==> src/rtl/word_bcast_buff.sv <==
// Serial-bit to word converter feeding a small output FIFO.
// Broadcast mode replicates each accepted bit across a whole word; collect mode
// assembles WIDTH bits LSB first and pushes the finished word.
module word_bcast_buff #(
   parameter int unsigned WIDTH = 8,
   parameter int unsigned DEPTH = 2
) (
   input  logic             clk,
   input  logic             rst,
   input  logic             a,
   input  logic             a_valid,
   output logic             a_ready,
   input  logic             mode,
   output logic [WIDTH-1:0] o,
   output logic             o_valid,
   input  logic             o_ready,
   output logic             busy
);

   localparam int unsigned CW = $clog2(WIDTH);
   localparam int unsigned PW = $clog2(DEPTH);

   localparam logic [CW-1:0] LastBit = CW'(WIDTH - 1);
   localparam logic [CW-1:0] CntOne  = CW'(1);
   localparam logic [PW-1:0] PtrOne  = PW'(1);
   localparam logic [PW:0]   OccOne  = (PW + 1)'(1);
   localparam logic [PW:0]   OccFull = (PW + 1)'(DEPTH);

   typedef enum logic {StIdle, StCollect} state_e;

   state_e           state;
   logic [CW-1:0]    bit_cnt;
   logic [WIDTH-1:0] shreg;

   logic [WIDTH-1:0] mem [DEPTH];
   logic [PW-1:0]    wptr;
   logic [PW-1:0]    rptr;
   logic [PW:0]      count;

   logic             full;
   logic             empty;
   logic             accept;
   logic             push_en;
   logic             pop_en;
   logic [WIDTH-1:0] word_next;
   logic [WIDTH-1:0] push_data;

   assign full    = (count == OccFull);
   assign empty   = (count == '0);
   // a_ready depends only on registered occupancy and reset, never on o_ready
   assign a_ready = !full && !rst;
   assign accept  = a_valid && a_ready;
   assign push_en = accept && (!mode || (bit_cnt == LastBit));
   assign o_valid = !empty;
   assign pop_en  = o_valid && o_ready;
   assign o       = empty ? '0 : mem[rptr];
   // StCollect holds exactly when bit_cnt is non-zero
   assign busy    = (state == StCollect) || !empty;

   // Collector word with the incoming bit placed at the current position
   always_comb begin
      word_next          = shreg;
      word_next[bit_cnt] = a;
      push_data          = mode ? word_next : {WIDTH{a}};
   end

   // Collector FSM: bit counter and partial-word register
   always_ff @(posedge clk or posedge rst) begin
      if (rst) begin
         state   <= StIdle;
         bit_cnt <= '0;
         shreg   <= '0;
      end else if (accept) begin
         if (!mode || (bit_cnt == LastBit)) begin
            // broadcast drops any partial word; completion starts a fresh one
            state   <= StIdle;
            bit_cnt <= '0;
            shreg   <= '0;
         end else begin
            state   <= StCollect;
            bit_cnt <= bit_cnt + CntOne;
            shreg   <= word_next;
         end
      end
   end

   // FIFO storage; contents need no reset since occupancy gates visibility
   always_ff @(posedge clk) begin
      if (push_en) begin
         mem[wptr] <= push_data;
      end
   end

   // FIFO pointers and occupancy
   always_ff @(posedge clk or posedge rst) begin
      if (rst) begin
         wptr  <= '0;
         rptr  <= '0;
         count <= '0;
      end else begin
         if (push_en) begin
            wptr <= wptr + PtrOne;
         end
         if (pop_en) begin
            rptr <= rptr + PtrOne;
         end
         if (push_en && !pop_en) begin
            count <= count + OccOne;
         end else if (pop_en && !push_en) begin
            count <= count - OccOne;
         end
      end
   end

endmodule
==> config.mk <==
export PLATFORM = sky130hd
export DESIGN_NAME = word_bcast_buff
export DESIGN_NICKNAME = d
export VERILOG_FILES = /design/src/rtl/word_bcast_buff.sv
export SDC_FILE = /design/constraint.sdc
export NUM_CORES = 1
export LEC_CHECK = 0
export ABC_CLOCK_PERIOD_IN_PS = 4550
export CAP_MARGIN = 0
export CORE_MARGIN = 8
export CORE_UTILIZATION = 59
export CTS_BUF_LIST = sky130_fd_sc_hd__clkbuf_16
export CTS_CLUSTER_DIAMETER = 50
export DETAILED_ROUTE_END_ITERATION = 7
export PLACE_DENSITY = 0.84
export SYNTH_ARGS = -nofsm -noshare
export SYNTH_HDL_FRONTEND = slang
export SYNTH_SLANG_ARGS = --single-unit
==> constraint.sdc <==
create_clock -name clk -period 4.55 [get_ports clk]
set_input_delay 0.6825 -clock clk [delete_from_list [all_inputs] [get_ports clk]]
set_output_delay 0.6825 -clock clk [all_outputs]
set_load 0.005 [all_outputs]
==> impl_metrics.ini, run 1 <==
[worst_setup_path]
endpoint_kind = register
worst-endpoint-arrival_ns = 2.84
reg2reg_depth = 8
worstSetupStartpointType = input port
worst_ep_required_time_ns = 4.44
cp_max_fo = 14
crit_type = input port to register

[power_and_ir_drop]
seq_power_share = 0.411
power_frac_comb = 0.328
power_w = 0.001168
power_density_mw_per_mm2 = 615.7
p_leak_nw = 0.7875
clkPwrFrac = 0.261
p_int_w = 0.0008061
switchingPower_w = 0.0003617
p_sw_frac = 0.3097
ir_drop_v = 0.0005540

[place]
gp_congestion = 0.8145
place_hpwl_um = 2187
io_buffers = 16
place_ws_ns = 1.352

[hold_path]
worst_hold_path.num_cells = 1
hold_path_class = register to register

[layout]
multiInputGateArea_um2 = 671.9
regArea_um2 = 880.8
fill_cells = 177
synthToLayoutAreaGrowth_pct = 18.07
final_nets = 161
drive_gt1_frac = 0.1046
num_antenna_cells = 0

[synthesis]
ys_async_sr_fraction = 0.5000
synth_top_flop_cell = edfxtp_1
synthTopCellsByCount = dfrtp_1 (16), edfxtp_1 (16), nor2_1 (11)
seq_area_frac_synth = 0.5483
yosys.area.top_type_share = 0.2991
synth_edf_count = 16
yosysWarnings = 0
ys_types = 28
yosysTopAreaCell = edfxtp_1
yosys-top-cells-area = edfxtp_1 (30%), dfrtp_1 (25%), mux2_2 (6.3%)
synth_nets = 147
syn_area_mm2 = 0.001607
synthCells = 138
synth_seq_cells = 32
synth.avg_cell_area_um2 = 11.64

[global_routing]
antenna_found_initial = 0
grt_overflow_total = 0
grt_pass1_wl_um = 5188
grt_max_degree = 17
grt_usage = 0.1508
grt_pass1_vias = 1069

[timing]
worst_pin_slew_ns = 1.063
finalHoldViolations = 0
max_freq_mhz = 339.3
worst_slack_ns = 1.603
setup_tns_ns = 0
skew_ns = 0.003020
drv_slew = 0
slew_headroom = 0.2860
fin_crit_sh = 0.6477
rsz0062_at_grt = false
setup_viol = 0
hold_ws_ns = 0.4949
fin_crit_ns = 2.947

[routing]
vias = 1106
drtPass1Iterations = 4
drc_errors = 0
wl_um = 3119
first_iter_violations = 79
ant_nets = 0
routed_via_density = 6.011
wl_per_cell_um = 16.95

[run_status]
run_status = complete, no violations

[clocking]
clkSinkCount = 32
cts_buffer_depth = 2
clock_latency_ns = 0.27
cts_tree = built
hold_buffers = 0
h-tree-depth = 2
cts_setup_buffers = 0
clk_pin_slew_worst_paths_ns = 0.05
ctsResizeCount = 0
clockRootBuffer = clkbuf_16
cts_inserted_buffers = 5

[die]
io_pins = 17
core-area_mm2 = 0.002663
start_util = 0.6034
die_x_um = 68.18
dieArea_mm2 = 0.004649
floorplan.rows = 19
die_h_um = 68.18

[job]
drv_cap = 0
worst max-delay path: stages:
cell and delay, ns:
clkdlybuf4s50_1 0.44, nand2b_1 0.37, or2_1 0.47, nor3_1 0.87
layer usage:
| layer | global-route usage | vias to the layer above | share of wire |
|---|---|---|---|
| met2 | 0.2485 | 37 | 0.51 |
| met5 | 0 | - | 0 |
| met4 | 0.05371 | 0 | 0.010 |
| li1 | - | 536 | - |
| met1 | 0.1779 | 530 | 0.41 |
| met3 | 0.05401 | 3 | 0.065 |
cells by family (layout without fill, tap and decap cells):
kind of cell	Yosys count	after routing	synth area share
simple gates	54	54	0.1846
flops	32	32	0.5483
mux	17	17	0.1129
compound gates	16	16	0.07009
buf+inv	11	26	0.03349
xor+xnor	5	5	0.02726
fa+ha+maj	3	3	0.02337
state kept, by name, summed over array words and instances, names as in the netlist:
name,flops
rptr,1
mem,16
wptr,1
count,2
bit_cnt,3
shreg,8
state,1
metrics by stage:
stage / instances / util / area, µm²
after floorplan: 138 / - / 1607
after CTS: 184 / 0.7124 / 1897
final: 184 / 0.7124 / 1897
after global placement: 176 / 0.6607 / 1759
after detailed placement: 176 / 0.6607 / 1759
after global routing: 184 / 0.7124 / 1897
cell usage in the layout, fill, tap and decap left out:
master,synthesis,final
clkbuf_16,0,5
ha_1,3,3
xnor2_1,2,2
mux2_2,9,9
a21o_1,1,1
edfxtp_1,16,16
nor2b_1,1,1
or2_1,1,1
o21ai_0,7,7
nand2_1,10,10
nor2b_2,1,1
mux2i_1,8,8
nor2_1,11,11
nor3_1,2,2
xor2_1,3,3
nand3_1,1,1
nor4_1,8,8
or3b_1,3,3
a211o_1,8,8
clkdlybuf4s50_1,0,16
clkinv_2,0,1
dfrtp_1,16,16
and2_1,1,1
nand3b_1,4,4
inv_1,2,4
and3_1,7,7
or3_1,2,2
nand2b_1,2,2
path summary, 6_finish.rpt:
check | startpoint | endpoint | slack (ns)
worst max-delay path | rst | mem[0][5] | 1.60
worst min-delay path | shreg[6] | shreg[6] | 0.49
worst max register to register | bit_cnt[0] | count[1] | 2.01
worst min register to register | shreg[6] | shreg[6] | 0.49
max in group asynchronous | rst | rptr | 3.29
min in group asynchronous | rst | shreg[7] | 0.86
power groups by stage:
| stage | logic, W | clock network (W) | registers [W] |
|---|---|---|---|
| detailed placement | 0.000386 | 0 | 0.000482 |
| finish | 0.000383 | 0.000305 | 0.000480 |
| global route | 0.000428 | 0.000327 | 0.000490 |
| floorplan | 0.000293 | 0 | 0.000432 |
| global placement | 0.000371 | 0 | 0.000476 |
| CTS | 0.000390 | 0.000312 | 0.000479 |
layout make-up:
cell class | count | area share
multi-input cells | 95 | 0.3542
inverters | 2 | 0.003958
clock inverters | 3 | 0.006596
flip-flops and latches | 32 | 0.4644
repair buffers | 16 | 0.08443
clock buffers | 5 | 0.06596
well taps | 31 | 0.02045
No activity file was read; power rests on OpenSTA's default activity.
==> run 2, diff against run 1 <==
==> config.mk (replaced) <==
export PLATFORM = sky130hd
export DESIGN_NAME = word_bcast_buff
export DESIGN_NICKNAME = d
export VERILOG_FILES = /design/src/rtl/word_bcast_buff.sv
export SDC_FILE = /design/constraint.sdc
export NUM_CORES = 1
export LEC_CHECK = 0
export ABC_CLOCK_PERIOD_IN_PS = 2850
export CAP_MARGIN = 0
export CORE_MARGIN = 8
export CORE_UTILIZATION = 55
export CTS_BUF_LIST = sky130_fd_sc_hd__clkbuf_16
export CTS_CLUSTER_DIAMETER = 50
export DETAILED_ROUTE_END_ITERATION = 7
export PLACE_DENSITY = 0.79
export SYNTH_ARGS = -nofsm -noshare
export SYNTH_HDL_FRONTEND = slang
export SYNTH_SLANG_ARGS = --single-unit
==> constraint.sdc (replaced) <==
create_clock -name clk -period 2.85 [get_ports clk]
set_input_delay 0.4275 -clock clk [delete_from_list [all_inputs] [get_ports clk]]
set_output_delay 0.4275 -clock clk [all_outputs]
set_load 0.005 [all_outputs]
==> impl_metrics.ini, run 2 (synthesized netlist as in run 1, its figures left out) <==
[worst_setup_path]
worstReg2RegEnd = count[1]
crit_end = o[1]
worstSetupStartpointType = register
r2r_setup_slack_ns = 0.78
worstReg2RegStart = bit_cnt[1]
reg2reg_depth = 8
endpoint_kind = primary output
worst-endpoint-arrival_ns = 1.75
cp_max_fo = 9
critPathLaunch = count[0]
worst_ep_required_time_ns = 2.42
crit_type = register to primary output

[place]
place_area_mm2 = 0.001782
io_buffers = 16
place_ws_ns = 0.4407
gp_congestion = 0.8158
place_hpwl_um = 2184

[power_and_ir_drop]
power_density_mw_per_mm2 = 1013
ir_drop_v = 0.0009540
p_leak_nw = 0.8052

[timing]
fin_crit_ns = 2.176
drv_slew = 0
rsz0062_at_grt = false
max_freq_mhz = 459.6
worst_pin_slew_ns = 0.6317
slew_headroom = 0.5784
setup_viol = 0
setup_tns_ns = 0
worst_slack_ns = 0.6743
fin_crit_sh = 0.7634
finalHoldViolations = 0
skew_ns = 0.002303

[layout]
multiInputGateArea_um2 = 671.9
fill_cells = 200
synthToLayoutAreaGrowth_pct = 21.03
regArea_um2 = 880.8
top_regs = mem: 16 flops, shreg: 8 flops, bit_cnt: 3 flops
largest_reg_flops = 16
final_util = 0.7051
fin_area_mm2 = 0.001944
final_nets = 164
largest-register = mem
drive_gt1_frac = 0.1218
num_antenna_cells = 0
final_cell_mix = dfrtp_1 (16), clkdlybuf4s50_1 (16), edfxtp_1 (16)

[clocking]
cts_inserted_buffers = 5
cts_buffer_depth = 2
cts_setup_buffers = 0
h-tree-depth = 2
clk_pin_slew_worst_paths_ns = 0.05
hold_buffers = 0
clkSinkCount = 32
clockRootBuffer = clkbuf_16
cts_tree = built
clock_latency_ns = 0.27
ctsResizeCount = 0

[hold_path]
hold_path_class = register to register

[global_routing]
antenna_found_initial = 0
grt_pass1_wl_um = 5561
grt_usage = 0.1395
grt_overflow_total = 0
grt_max_degree = 17
grt_pass1_vias = 1181

[routing]
drtPass1Iterations = 4
drc_errors = 0
first_iter_violations = 46
routed_via_density = 5.818
wl_per_cell_um = 16.99
ant_nets = 0
vias = 1088
wl_um = 3177

[run_status]
run_status = complete, no violations

[die]
core-area_mm2 = 0.002758
floorplan.rows = 19
start_util = 0.5826
dieArea_mm2 = 0.004906
die_h_um = 70.05
io_pins = 17
die_x_um = 70.05

[job]
drv_cap = 0
## run 2: cell count changes in the layout (fill, tap and decap cells not counted)
cell,delta
inv_1,-2
clkinv_2,-1
clkinv_1,+2
bufinv_16,+1
buf_4,+3
## run 2: worst max-delay path: stages, from the launching register on
cell and delay (ns):
dfrtp_1 0.45, nor2_1 0.45, nor2_1 0.10, clkdlybuf4s50_1 0.47
## run 2: per-layer routing
layer	GRT usage	wire, µm	vias to the layer above
li1	-	-	541
met1	0.1552	1416	530
met2	0.2416	1600	12
met3	0.04802	117	5
met4	0.04688	42	0
met5	0	0	-
## run 2: power by group
part | total [W] | internal [W] | switching, W
Combinational | 0.000623 | 0.000354 | 0.000269
Sequential | 0.000763 | 0.000622 | 0.000141
Clock | 0.000582 | 0.000405 | 0.000177
Total | 0.00197 | 0.00138 | 0.000587
## run 2: cell type report
cell class,count,share of cell area
well taps,31,0.01995
inverters,2,0.003861
flip-flops and latches,32,0.4530
multi-input cells,95,0.3456
clock buffers,5,0.06435
repair buffers,19,0.09395
clock inverters,3,0.01931
## run 2: stage by stage
step           power (W)  cells  hold WS, ns
3_3_place_gp    0.001363    179       0.4577
5_1_grt         0.002098    187       0.5142
4_1_cts         0.001987    187       0.4934
2_1_floorplan   0.001158    138       0.3412
6_report        0.001969    187       0.4951
3_5_place_dp    0.001398    179       0.4810
## run 2: worst min-delay path by stage
stage                   from    endpoint  cells after the start
detailed placement  shreg[6]    shreg[6]                      1
global route        shreg[1]    shreg[1]                      1
global placement    shreg[6]    shreg[6]                      1
finish              shreg[6]    shreg[6]                      1
CTS                 shreg[6]    shreg[6]                      1
floorplan                rst  bit_cnt[0]                      1
